File: config.mk
export PLATFORM = sky130hd
export DESIGN_NAME = sequence_game_engine_flat
export DESIGN_NICKNAME = d
export VERILOG_FILES = /design/src/rtl/sequence_pkg.sv /design/src/rtl/sequence_game_engine_if.sv /design/src/rtl/sync_ram_param.sv /design/src/rtl/sequence_game_engine.sv /design/src/flat_wrapper.sv
export SDC_FILE = /design/constraint.sdc
export NUM_CORES = 1
export LEC_CHECK = 0
export CORE_MARGIN = 5
export CORE_UTILIZATION = 45
export DETAILED_ROUTE_END_ITERATION = 8
export PLACE_DENSITY_LB_ADDON = 0.25
export SETUP_SLACK_MARGIN = 0.5
export SLEW_MARGIN = 10
export SYNTH_ARGS = -nofsm -noshare
export SYNTH_HDL_FRONTEND = slang
export SYNTH_HIERARCHICAL = 1
export SYNTH_SLANG_ARGS = --single-unit
export TNS_END_PERCENT = 1
File: constraint.sdc
create_clock -name clock -period 3.3 [get_ports clock]
set_clock_uncertainty 0.2 [all_clocks]
set_input_delay 0.825 -clock clock [delete_from_list [all_inputs] [get_ports clock]]
set_output_delay 0.825 -clock clock [all_outputs]
set_load 0.005 [all_outputs]
File: src/rtl/sequence_pkg.sv
// Shared definitions for the sequence-memory game: state codes, playback phases,
// default parameter values and the address-width helper.
package sequence_pkg;

    localparam int    DEF_N_CH        = 4;
    localparam int    DEF_DEPTH       = 16;
    localparam int    DEF_SHOW_CYC    = 500;
    localparam int    DEF_TIMEOUT_CYC = 5000;
    localparam string DEF_INIT_FILE   = "ram_init.txt";

    localparam logic [3:0] ST_IDLE        = 4'h0;
    localparam logic [3:0] ST_GRAVA       = 4'h1;
    localparam logic [3:0] ST_MOSTRA      = 4'h2;
    localparam logic [3:0] ST_ESPERA      = 4'h3;
    localparam logic [3:0] ST_COMPARA     = 4'h4;
    localparam logic [3:0] ST_PROX_RODADA = 4'h5;
    localparam logic [3:0] ST_ACERTO      = 4'hA;
    localparam logic [3:0] ST_ERRO        = 4'hE;
    localparam logic [3:0] ST_TIMEOUT     = 4'hF;

    typedef enum logic [3:0] {
        S_IDLE        = ST_IDLE,
        S_GRAVA       = ST_GRAVA,
        S_MOSTRA      = ST_MOSTRA,
        S_ESPERA      = ST_ESPERA,
        S_COMPARA     = ST_COMPARA,
        S_PROX_RODADA = ST_PROX_RODADA,
        S_ACERTO      = ST_ACERTO,
        S_ERRO        = ST_ERRO,
        S_TIMEOUT     = ST_TIMEOUT
    } state_t;

    typedef enum logic [1:0] {
        PH_SETUP,
        PH_ON,
        PH_OFF
    } phase_t;

    function automatic int addr_w(input int depth);
        return (depth > 1) ? $clog2(depth) : 1;
    endfunction

endpackage

File: src/rtl/sequence_game_engine_if.sv
// Player/debug signal bundle of the sequence game engine; master drives the
// buttons and start request, slave is the engine.
interface sequence_game_engine_if #(
    parameter int N_CH = 4,
    parameter int AW   = 4
);
    logic            iniciar;
    logic            modo;
    logic [N_CH-1:0] chaves;
    logic [N_CH-1:0] leds;
    logic            pronto;
    logic            acertou;
    logic            errou;
    logic            timeout;
    logic [AW-1:0]   db_rodada;
    logic [AW-1:0]   db_endereco;
    logic [N_CH-1:0] db_jogada;
    logic [3:0]      db_estado;

    modport master (
        output iniciar, modo, chaves,
        input  leds, pronto, acertou, errou, timeout,
        input  db_rodada, db_endereco, db_jogada, db_estado
    );

    modport slave (
        input  iniciar, modo, chaves,
        output leds, pronto, acertou, errou, timeout,
        output db_rodada, db_endereco, db_jogada, db_estado
    );
endinterface

File: src/rtl/sync_ram_param.sv
// DEPTH x N_CH sequence memory: synchronous write, registered 1-cycle read.
module sync_ram_param
    import sequence_pkg::*;
#(
    parameter int    N_CH      = DEF_N_CH,
    parameter int    DEPTH     = DEF_DEPTH,
    parameter string INIT_FILE = DEF_INIT_FILE,
    localparam int   AW        = addr_w(DEPTH)
) (
    input  logic            clock,
    input  logic            we,
    input  logic [AW-1:0]   waddr,
    input  logic [N_CH-1:0] wdata,
    input  logic [AW-1:0]   raddr,
    output logic [N_CH-1:0] rdata
);
    logic [N_CH-1:0] mem [DEPTH];

    always_ff @(posedge clock) begin
        if (we) mem[waddr] <= wdata;
        rdata <= mem[raddr];
    end
endmodule

File: src/rtl/sequence_game_engine.sv
// Sequence-memory game core: RAM playback, edge-qualified jogada capture and round growth.
// Define SEQUENCE_TIMEOUT_EN to add the per-jogada idle timeout and the TIMEOUT state.
module sequence_game_engine
    import sequence_pkg::*;
#(
    parameter int    N_CH        = DEF_N_CH,
    parameter int    DEPTH       = DEF_DEPTH,
    parameter int    SHOW_CYC    = DEF_SHOW_CYC,
    parameter int    TIMEOUT_CYC = DEF_TIMEOUT_CYC,
    parameter string INIT_FILE   = DEF_INIT_FILE
) (
    input logic                   clock,
    input logic                   reset_n,
    sequence_game_engine_if.slave bus
);
    localparam int AW = addr_w(DEPTH);
    localparam int PW = $clog2(SHOW_CYC + 1);

    state_t          state_q, state_d;
    phase_t          phase_q, phase_d;
    logic [PW-1:0]   cnt_q, cnt_d;
    logic [AW-1:0]   rodada_q, rodada_d, endereco_q, endereco_d;
    logic [N_CH-1:0] jogada_q, jogada_d, rdata;
    logic            modo_q, modo_d, prev_any, press, we, show_last;
`ifdef SEQUENCE_TIMEOUT_EN
    localparam int TW = $clog2(TIMEOUT_CYC + 1);
    logic [TW-1:0] tmo_q, tmo_d;
    logic          tmo_expired;
    assign tmo_expired = (tmo_q == TW'(TIMEOUT_CYC - 1));
`endif

    assign press     = (|bus.chaves) & ~prev_any;
    assign show_last = (cnt_q == PW'(SHOW_CYC - 1));

    // Read address follows the next endereco so rdata always matches the current one.
    sync_ram_param #(.N_CH(N_CH), .DEPTH(DEPTH), .INIT_FILE(INIT_FILE)) u_ram (
        .clock(clock), .we(we), .waddr(rodada_q), .wdata(bus.chaves),
        .raddr(endereco_d), .rdata(rdata)
    );

    always_ff @(posedge clock or negedge reset_n) begin
        if (!reset_n) begin
            state_q    <= S_IDLE;
            phase_q    <= PH_SETUP;
            cnt_q      <= '0;
            rodada_q   <= '0;
            endereco_q <= '0;
            jogada_q   <= '0;
            modo_q     <= 1'b0;
            prev_any   <= 1'b0;
        end else begin
            state_q    <= state_d;
            phase_q    <= phase_d;
            cnt_q      <= cnt_d;
            rodada_q   <= rodada_d;
            endereco_q <= endereco_d;
            jogada_q   <= jogada_d;
            modo_q     <= modo_d;
            prev_any   <= |bus.chaves;
        end
    end

`ifdef SEQUENCE_TIMEOUT_EN
    always_ff @(posedge clock or negedge reset_n) begin
        if (!reset_n) tmo_q <= '0;
        else          tmo_q <= tmo_d;
    end
`endif

    always_comb begin
        state_d    = state_q;
        phase_d    = PH_SETUP;
        cnt_d      = '0;
        rodada_d   = rodada_q;
        endereco_d = endereco_q;
        jogada_d   = jogada_q;
        modo_d     = modo_q;
        we         = 1'b0;
`ifdef SEQUENCE_TIMEOUT_EN
        tmo_d      = '0;
`endif
        case (state_q)
            S_IDLE, S_ACERTO, S_ERRO, S_TIMEOUT: begin
                if (bus.iniciar) begin
                    rodada_d   = '0;
                    endereco_d = '0;
                    jogada_d   = '0;
                    modo_d     = bus.modo;
                    state_d    = bus.modo ? S_GRAVA : S_MOSTRA;
                end
            end
            S_GRAVA: begin
                if (press) begin
                    we       = 1'b1;
                    jogada_d = bus.chaves;
                    state_d  = S_MOSTRA;
                end
`ifdef SEQUENCE_TIMEOUT_EN
                else if (tmo_expired) state_d = S_TIMEOUT;
                else                  tmo_d   = tmo_q + 1'b1;
`endif
            end
            S_MOSTRA: begin
                phase_d = phase_q;
                cnt_d   = cnt_q + 1'b1;
                case (phase_q)
                    PH_SETUP: begin
                        phase_d = PH_ON;
                        cnt_d   = '0;
                    end
                    PH_ON: begin
                        if (show_last) begin
                            phase_d = PH_OFF;
                            cnt_d   = '0;
                        end
                    end
                    default: begin
                        if (show_last) begin
                            cnt_d = '0;
                            if (endereco_q == rodada_q) begin
                                endereco_d = '0;
                                state_d    = S_ESPERA;
                            end else begin
                                endereco_d = endereco_q + 1'b1;
                                phase_d    = PH_ON;
                            end
                        end
                    end
                endcase
            end
            S_ESPERA: begin
                if (press) begin
                    jogada_d = bus.chaves;
                    state_d  = S_COMPARA;
                end
`ifdef SEQUENCE_TIMEOUT_EN
                else if (tmo_expired) state_d = S_TIMEOUT;
                else                  tmo_d   = tmo_q + 1'b1;
`endif
            end
            S_COMPARA: begin
                if (jogada_q != rdata) begin
                    state_d = S_ERRO;
                end else if (endereco_q < rodada_q) begin
                    endereco_d = endereco_q + 1'b1;
                    state_d    = S_ESPERA;
                end else begin
                    state_d = S_PROX_RODADA;
                end
            end
            S_PROX_RODADA: begin
                if (rodada_q == AW'(DEPTH - 1)) begin
                    state_d = S_ACERTO;
                end else begin
                    rodada_d   = rodada_q + 1'b1;
                    endereco_d = '0;
                    state_d    = modo_q ? S_GRAVA : S_MOSTRA;
                end
            end
            default: state_d = S_IDLE;
        endcase
    end

    assign bus.leds        = ((state_q == S_MOSTRA && phase_q == PH_ON) || state_q == S_ERRO)
                             ? rdata : '0;
    assign bus.pronto      = (state_q == S_ACERTO) || (state_q == S_ERRO) || (state_q == S_TIMEOUT);
    assign bus.acertou     = (state_q == S_ACERTO);
    assign bus.errou       = (state_q == S_ERRO);
`ifdef SEQUENCE_TIMEOUT_EN
    assign bus.timeout     = (state_q == S_TIMEOUT);
`else
    assign bus.timeout     = 1'b0;
`endif
    assign bus.db_rodada   = rodada_q;
    assign bus.db_endereco = endereco_q;
    assign bus.db_jogada   = jogada_q;
    assign bus.db_estado   = state_q;
endmodule
File: src/flat_wrapper.sv
// flat-port wrapper written by rule: the top's interface ports become plain ports
module sequence_game_engine_flat import sequence_pkg::*;
#(
    parameter int    N_CH        = DEF_N_CH,
    parameter int    DEPTH       = DEF_DEPTH,
    parameter int    SHOW_CYC    = DEF_SHOW_CYC,
    parameter int    TIMEOUT_CYC = DEF_TIMEOUT_CYC,
    parameter string INIT_FILE   = DEF_INIT_FILE
)
  (clock, reset_n, bus_iniciar, bus_modo, bus_chaves, bus_leds, bus_pronto, bus_acertou, bus_errou, bus_timeout, bus_db_rodada, bus_db_endereco, bus_db_jogada, bus_db_estado);
  sequence_game_engine_if #(.N_CH(N_CH)) bus_i ();
  input logic clock;
  input logic reset_n;
  input wire logic [$bits(bus_i.iniciar)-1:0] bus_iniciar;
  input wire logic [$bits(bus_i.modo)-1:0] bus_modo;
  input wire logic [$bits(bus_i.chaves)-1:0] bus_chaves;
  output wire logic [$bits(bus_i.leds)-1:0] bus_leds;
  output wire logic [$bits(bus_i.pronto)-1:0] bus_pronto;
  output wire logic [$bits(bus_i.acertou)-1:0] bus_acertou;
  output wire logic [$bits(bus_i.errou)-1:0] bus_errou;
  output wire logic [$bits(bus_i.timeout)-1:0] bus_timeout;
  output wire logic [$bits(bus_i.db_rodada)-1:0] bus_db_rodada;
  output wire logic [$bits(bus_i.db_endereco)-1:0] bus_db_endereco;
  output wire logic [$bits(bus_i.db_jogada)-1:0] bus_db_jogada;
  output wire logic [$bits(bus_i.db_estado)-1:0] bus_db_estado;
  assign bus_i.iniciar = bus_iniciar;
  assign bus_i.modo = bus_modo;
  assign bus_i.chaves = bus_chaves;
  assign bus_leds = bus_i.leds;
  assign bus_pronto = bus_i.pronto;
  assign bus_acertou = bus_i.acertou;
  assign bus_errou = bus_i.errou;
  assign bus_timeout = bus_i.timeout;
  assign bus_db_rodada = bus_i.db_rodada;
  assign bus_db_endereco = bus_i.db_endereco;
  assign bus_db_jogada = bus_i.db_jogada;
  assign bus_db_estado = bus_i.db_estado;
  sequence_game_engine #(.N_CH(N_CH), .DEPTH(DEPTH), .SHOW_CYC(SHOW_CYC), .TIMEOUT_CYC(TIMEOUT_CYC), .INIT_FILE(INIT_FILE)) u_core (.clock(clock), .reset_n(reset_n), .bus(bus_i));
endmodule
==> flow_summary.ini, run 1 <==
[run_status]
outcome = finished, final reports clean

[floorplan]
die_x_um = 109
dieArea_mm2 = 0.0119
initial_core_util_pct = 45.7
pin_count = 32
coreArea_mm2 = 0.00968
fp-row-count = 36
die_y_um = 109

[worst_setup_path]
cp-end-kind = flop
worstReg2RegStart = u_core/bus.db_rodada[1]
worst-path-max-fanout = 11
required_ns = 3.35
rrSetupSlack_ns = 0.30
worstRegToRegCells = 11
setup.worst_path.class = reg2reg
r2r-end = u_core/u_ram/rdata[1]
cp.arrival_ns = 3.05
worst_setup_path_start_kind = flop

[power_and_ir_drop]
peakVddDrop_uv = 311
internal_power_mw = 2.16
pwr-share-comb_pct = 31.0
pwr-share-clk_pct = 23.8
power_switching_mw = 1.05
power.leakage_nw = 1.97
p_per_area_mw_per_mm2 = 590
seqPwrFrac_pct = 45.2
swShare_pct = 32.7

[routing]
wirelength_mm = 10.1
first_iter_violations = 154
viasPerCell = 5.49
vias = 2922
post_drt_wl_per_cell_um = 18.9
drcViolationCount = 0
antenna_left = 0
drt_pre_antenna_iters = 4

[clock_tree]
clk_pin_slew_ns = 0.11
ctsHoldBuffers = 0
clkSinkCount = 97
cts_tree = done
cts_buffers = 9
cts_root_buf = clkbuf_8
ctsLongestPathBuffers = 2
htree_num_levels = 3
insertion_delay_ns = 0.37

[timing]
holdWs_ns = 0.270
hold_viol = 0
tns_ns = 0
setup_viol_count_final = 0
max_freq_ghz = 0.333
period_needed_ns = 3.00
fin_crit_sh_pct = 90.9
rsz0062_at_grt = true
worst_slew_pin_slew_ns = 0.585
slew_viol_final = 0
worst_slew_margin_rel_pct = 60.7

[yosys]
ys.flop_type = edfxtp_1
synth.largest_area_cell = edfxtp_1
synth_edf_count = 64
synth-seq-area-share_pct = 61.6
netlist_area_mm2 = 0.00443
syn_inst = 327
yosysUniqueCellTypes = 55
ys_warn_count = 6
yosys.area.top_type_share_pct = 43.4
avgSynthCellArea_um2 = 13.5
ys_async_sr_fraction_pct = 29.9
syn-num-nets = 342
synth-seq-cells = 97
ys_top_cells_by_area = edfxtp_1, dfrtp_1, mux4_1

[finish]
final_cell_mix = edfxtp_1, nor2_1, buf_4
fin_nets = 409
final_common_cell = edfxtp_1
final_cells = 532
drive_gt1_share_pct = 23.8
nFillCells = 799
seq_area_mm2 = 0.00274
n_antenna_cell = 0
synthToLayoutAreaGrowth_pct = 22.5
multiInputGateArea_mm2 = 0.00173

[flow_run]
cap_violations = 0

[place]
hpwl_mm = 6.96
dp_cells = 504
port-buffer-count = 30
gp_congestion = 0.860

[min_path]
hold_path.startpoint = u_core/cnt_q[0]
hold_end = u_core/cnt_q[0]
hold_path.class = reg2reg
whs_path_depth = 1

[grt]
grt_pass1_wl_mm = 15.4
antenna_found_initial = 0
grt_pass1_vias = 2927
grt_max_degree = 30
grt.overflow.total = 0
gr-usage-all-layers_pct = 17.5
[synthesized netlist by cell type (2+ instances only)]
library cell and instances:
nor2_1 38, nand3_1 19, o21ai_1 2, o32ai_1 2
dfrtp_1 29, nand4_1 2, a22o_1 5, a211oi_1 2
or3_1 2, xnor2_1 9, mux4_1 14, and3_1 3
ha_1 7, nor4_1 2, dfxtp_1 4, o211ai_1 2
a22oi_1 4, nand3b_1 3, a21o_1 2, or2_1 3
edfxtp_1 64, nor2b_1 5, nor3_1 9, mux4_2 2
o21ai_0 7, o21a_1 3, a31oi_1 2, nand2_1 22
o22ai_1 4, xor2_1 2, a21oi_1 4, inv_1 11
nand2b_1 6, and2_1 8, buf_2 4
[layer usage]
metal	track usage, %	vias up	share of wire [%]
met3	3.73	11	5.1
met2	28.2	71	48
li1	-	1375	-
met5	0	-	0
met1	24.0	1465	45
met4	5.16	0	1.2
[worst max-delay path by stage]
stage	depth (start not counted)	from	slack [ns]	end
floorplan	10	u_core/bus.db_rodada[0]	0.40	u_core/u_ram/rdata[1]
global placement	8	bus_iniciar	-0.11	u_core/u_ram/rdata[0]
detailed placement	8	bus_iniciar	-0.13	u_core/u_ram/rdata[0]
CTS	5	u_core/bus.db_estado[0]	0.29	bus_leds[2]
global route	11	u_core/bus.db_rodada[1]	0.16	u_core/u_ram/rdata[1]
finish	11	u_core/bus.db_rodada[1]	0.30	u_core/u_ram/rdata[1]
[kinds of logic (layout without fill, tap and decap cells)]
family / after synthesis / count (layout) / share of synthesized area (%)
and+or+nand+nor: 126 / 126 / 14.1
AOI/OAI and AO/OA: 49 / 49 / 8.19
muxes: 17 / 18 / 9.57
adders and majority gates: 7 / 7 / 1.98
other: 1 / 1 / 0.0846
buffers and inverters: 19 / 90 / 2.34
xor gates and xnor gates: 11 / 11 / 2.17
DFF: 97 / 97 / 61.6
[cell type report]
| cell class | count | area share (%) |
|---|---|---|
| clock buffers | 9 | 2.28 |
| flip-flops and latches | 97 | 50.4 |
| inverters | 11 | 0.761 |
| clock inverters | 7 | 1.27 |
| well taps | 133 | 3.07 |
| multi-input cells | 212 | 31.8 |
| repair buffers | 63 | 10.4 |
[timing repair]
item	in CTS	in global routing
pin swaps	6	3
resized for setup	22	21
buffers inserted	10	1
setup endpoints to repair	39	55
cloned	1	0
[per-stage QoR]
stage / power (mW) / cell area [µm²] / setup slack, ns / utilization, %
after floorplan: 1.93 / 4450 / 0.396 / -
after global placement: 2.29 / 5030 / -0.109 / 52.0
after detailed placement: 2.29 / 5030 / -0.130 / 52.0
after CTS: 3.18 / 5370 / 0.289 / 55.5
after global routing: 3.37 / 5430 / 0.155 / 56.1
final: 3.21 / 5430 / 0.300 / 56.1
[power by group through the flow]
stage	sequential [mW]	clock, mW	combinational, mW
after CTS	1.45	0.777	0.952
after global routing	1.46	0.819	1.09
after global placement	1.49	0	0.799
after detailed placement	1.49	0	0.803
final	1.45	0.762	0.994
after floorplan	1.48	0	0.451
[state kept, by name, indices dropped and copies added (netlist names)]
name                    count
u_core/bus.db_rodada        4
u_core/phase_q              2
u_core/prev_any             1
u_core/u_ram/rdata          4
u_core/bus.db_jogada        4
u_core/bus.db_estado        4
u_core/cnt_q                9
u_core/bus.db_endereco      4
u_core/u_ram/mem           64
u_core/modo_q               1
[worst max-delay path: stages (launching register included)]
cell and delay, ns:
dfrtp_2 0.42, buf_4 0.18, ha_2 0.20, nand3_2 0.09, o21ai_0 0.08, a211oi_1 0.24
o211ai_1 0.20, buf_4 0.19, mux2_4 0.34, mux4_2 0.50, a22oi_2 0.15, nand3_1 0.09
(Power assumes the default switching activity.)
==> run 2: changes to the inputs <==
CAP_MARGIN = 20   (was unset)
CORE_UTILIZATION = 58   (was 45)
==> run 2 against run 1 <==
Net effect: maximum frequency is 0.98% lower; flip-flop and latch count unchanged; first-iteration DRC count rose by 80%; global-route usage increased by 3.9 points; critical path depth down 3; routed wire length up 3.6%; via count increased by 7.2%.
==> flow_summary.ini, run 2 (same netlist as run 1, synthesis figures left out) <==
[worst_setup_path]
worst_setup_path_start_kind = primary input
worst-path-max-fanout = 4
required_ns = 3.17
setup.worst_path.class = in2reg
cp.arrival_ns = 2.90
cp-end-kind = flop

[grt]
grt_max_degree = 30
antenna_found_initial = 0
grt_pass1_vias = 2940
grt.overflow.total = 0
grt_pass1_wl_mm = 15.8
gr-usage-all-layers_pct = 21.4

[clock_tree]
htree_num_levels = 3
ctsLongestPathBuffers = 2
cts_buffers = 9
cts_tree = done
clk_pin_slew_ns = 0.09
clkSinkCount = 97
insertion_delay_ns = 0.35
cts_root_buf = clkbuf_8

[finish]
final_util_pct = 75.2
final_cell_mix = edfxtp_1, buf_4, nor2_1
synthToLayoutAreaGrowth_pct = 24.4
largest_reg_flops = 64
top_register = u_core/u_ram/mem
drive_gt1_share_pct = 29.7
largestRegisters = u_core/u_ram/mem: 64 flops, u_core/cnt_q: 9 flops
final_common_cell = edfxtp_1
n_antenna_cell = 0
fin_nets = 427

[timing]
fin_crit_sh_pct = 91.8
worst_slew_pin_slew_ns = 0.531
rsz0062_at_grt = true
max_freq_ghz = 0.330
slew_viol_final = 0
worst_slew_margin_rel_pct = 64.3
hold_viol = 0
setup_viol_count_final = 0
period_needed_ns = 3.03

[power_and_ir_drop]
swShare_pct = 32.9
power_switching_mw = 1.07
p_per_area_mw_per_mm2 = 591
peakVddDrop_uv = 436
power.leakage_nw = 2.06
pwr-share-comb_pct = 33.7
seqPwrFrac_pct = 44.7
power_mw = 3.26
internal_power_mw = 2.18
pwr-share-clk_pct = 21.7

[routing]
antenna_left = 0
drt_pre_antenna_iters = 5
drcViolationCount = 0
wirelength_mm = 10.4
viasPerCell = 6.07
vias = 3131
first_iter_violations = 277
post_drt_wl_per_cell_um = 20.2

[place]
port-buffer-count = 30
hpwl_mm = 6.42
gp_congestion = 0.866

[floorplan]
die_y_um = 97.4
initial_core_util_pct = 60.4
fp-row-count = 31
die_x_um = 97.4
pin_count = 32
dieArea_mm2 = 0.00949
coreArea_mm2 = 0.00733

[run_status]
outcome = finished, final reports clean

[flow_run]
cap_violations = 0

[min_path]
hold_path.class = reg2reg
run 2: cell types whose count changed in the layout (fill, tap and decap cells not counted), moves of 3 or more:
cell,before,now
nand2b_1,6,3
dfrtp_1,21,18
buf_4,32,49
dfrtp_2,8,11
inv_6,3,0
run 2: final timing paths:
path | from | to | slack [ns] | cells past startpoint
max | bus_chaves[2] | u_core/u_ram/mem[0][3] | 0.27 | 8
min | u_core/cnt_q[0] | u_core/cnt_q[0] | 0.26 | 1
max reg2reg | u_core/bus.db_endereco[0] | u_core/u_ram/rdata[1] | 0.30 | 10
min reg2reg | u_core/cnt_q[0] | u_core/cnt_q[0] | 0.26 | 1
max in group asynchronous | reset_n | u_core/bus.db_endereco[1] | 1.94 | 2
min in group asynchronous | reset_n | u_core/modo_q | 0.66 | 2
run 2: metal layers:
metal / track usage [%] / part of all wire [%] / vias to the layer above
met1: 31.9 / 44 / 1523
met3: 4.16 / 8.2 / 19
li1: - / - / 1413
met2: 32.7 / 46 / 176
met5: 0 / 0 / -
met4: 5.43 / 1.9 / 0
run 2: power groups by stage:
stage | sequential, mW | combinational [mW] | clock, mW
6_report | 1.45 | 1.10 | 0.705
5_1_grt | 1.47 | 1.17 | 0.774
4_1_cts | 1.45 | 0.988 | 0.717
3_5_place_dp | 1.51 | 0.788 | 0
3_3_place_gp | 1.50 | 0.768 | 0
2_1_floorplan | 1.48 | 0.451 | 0
run 2: per-stage QoR:
step | instance area [µm²] | setup TNS [ns] | hold slack, ns | std cells | setup slack [ns]
floorplan | 4450 | 0 | 0.224 | 327 | 0.396
global route | 5510 | 0 | 0.285 | 516 | 0.163
finish | 5510 | 0 | 0.258 | 516 | 0.270
detailed placement | 5020 | -0.784 | 0.248 | 475 | -0.130
CTS | 5380 | 0 | 0.262 | 509 | 0.289
global placement | 5020 | -0.747 | 0.240 | 475 | -0.0840
run 2: timing repair:
item,4_1_cts,5_1_grt
gates resized for setup,31,23
pin swaps,6,9
gates cloned,1,0
hold buffers,0,0
setup buffers,17,7
endpoints found under the setup margin,51,75
run 2: cell type report:
cell class | instances | area, µm²
tap | 99 | 124
timing repair buffer | 81 | 692
clock inverter | 7 | 55.1
fill | 440 | 1820
multi-input combinational | 212 | 1740
inverter | 11 | 41.3
sequential | 97 | 2740
clock buffer | 9 | 124
run 2: worst max-delay path: stages:
cell and delay [ns]:
clkdlybuf4s50_1 0.56, nor4_1 0.09, buf_4 0.15, nor3_1 0.20
and2_1 0.18, or3b_2 0.50, nor3_1 0.20, buf_4 0.18
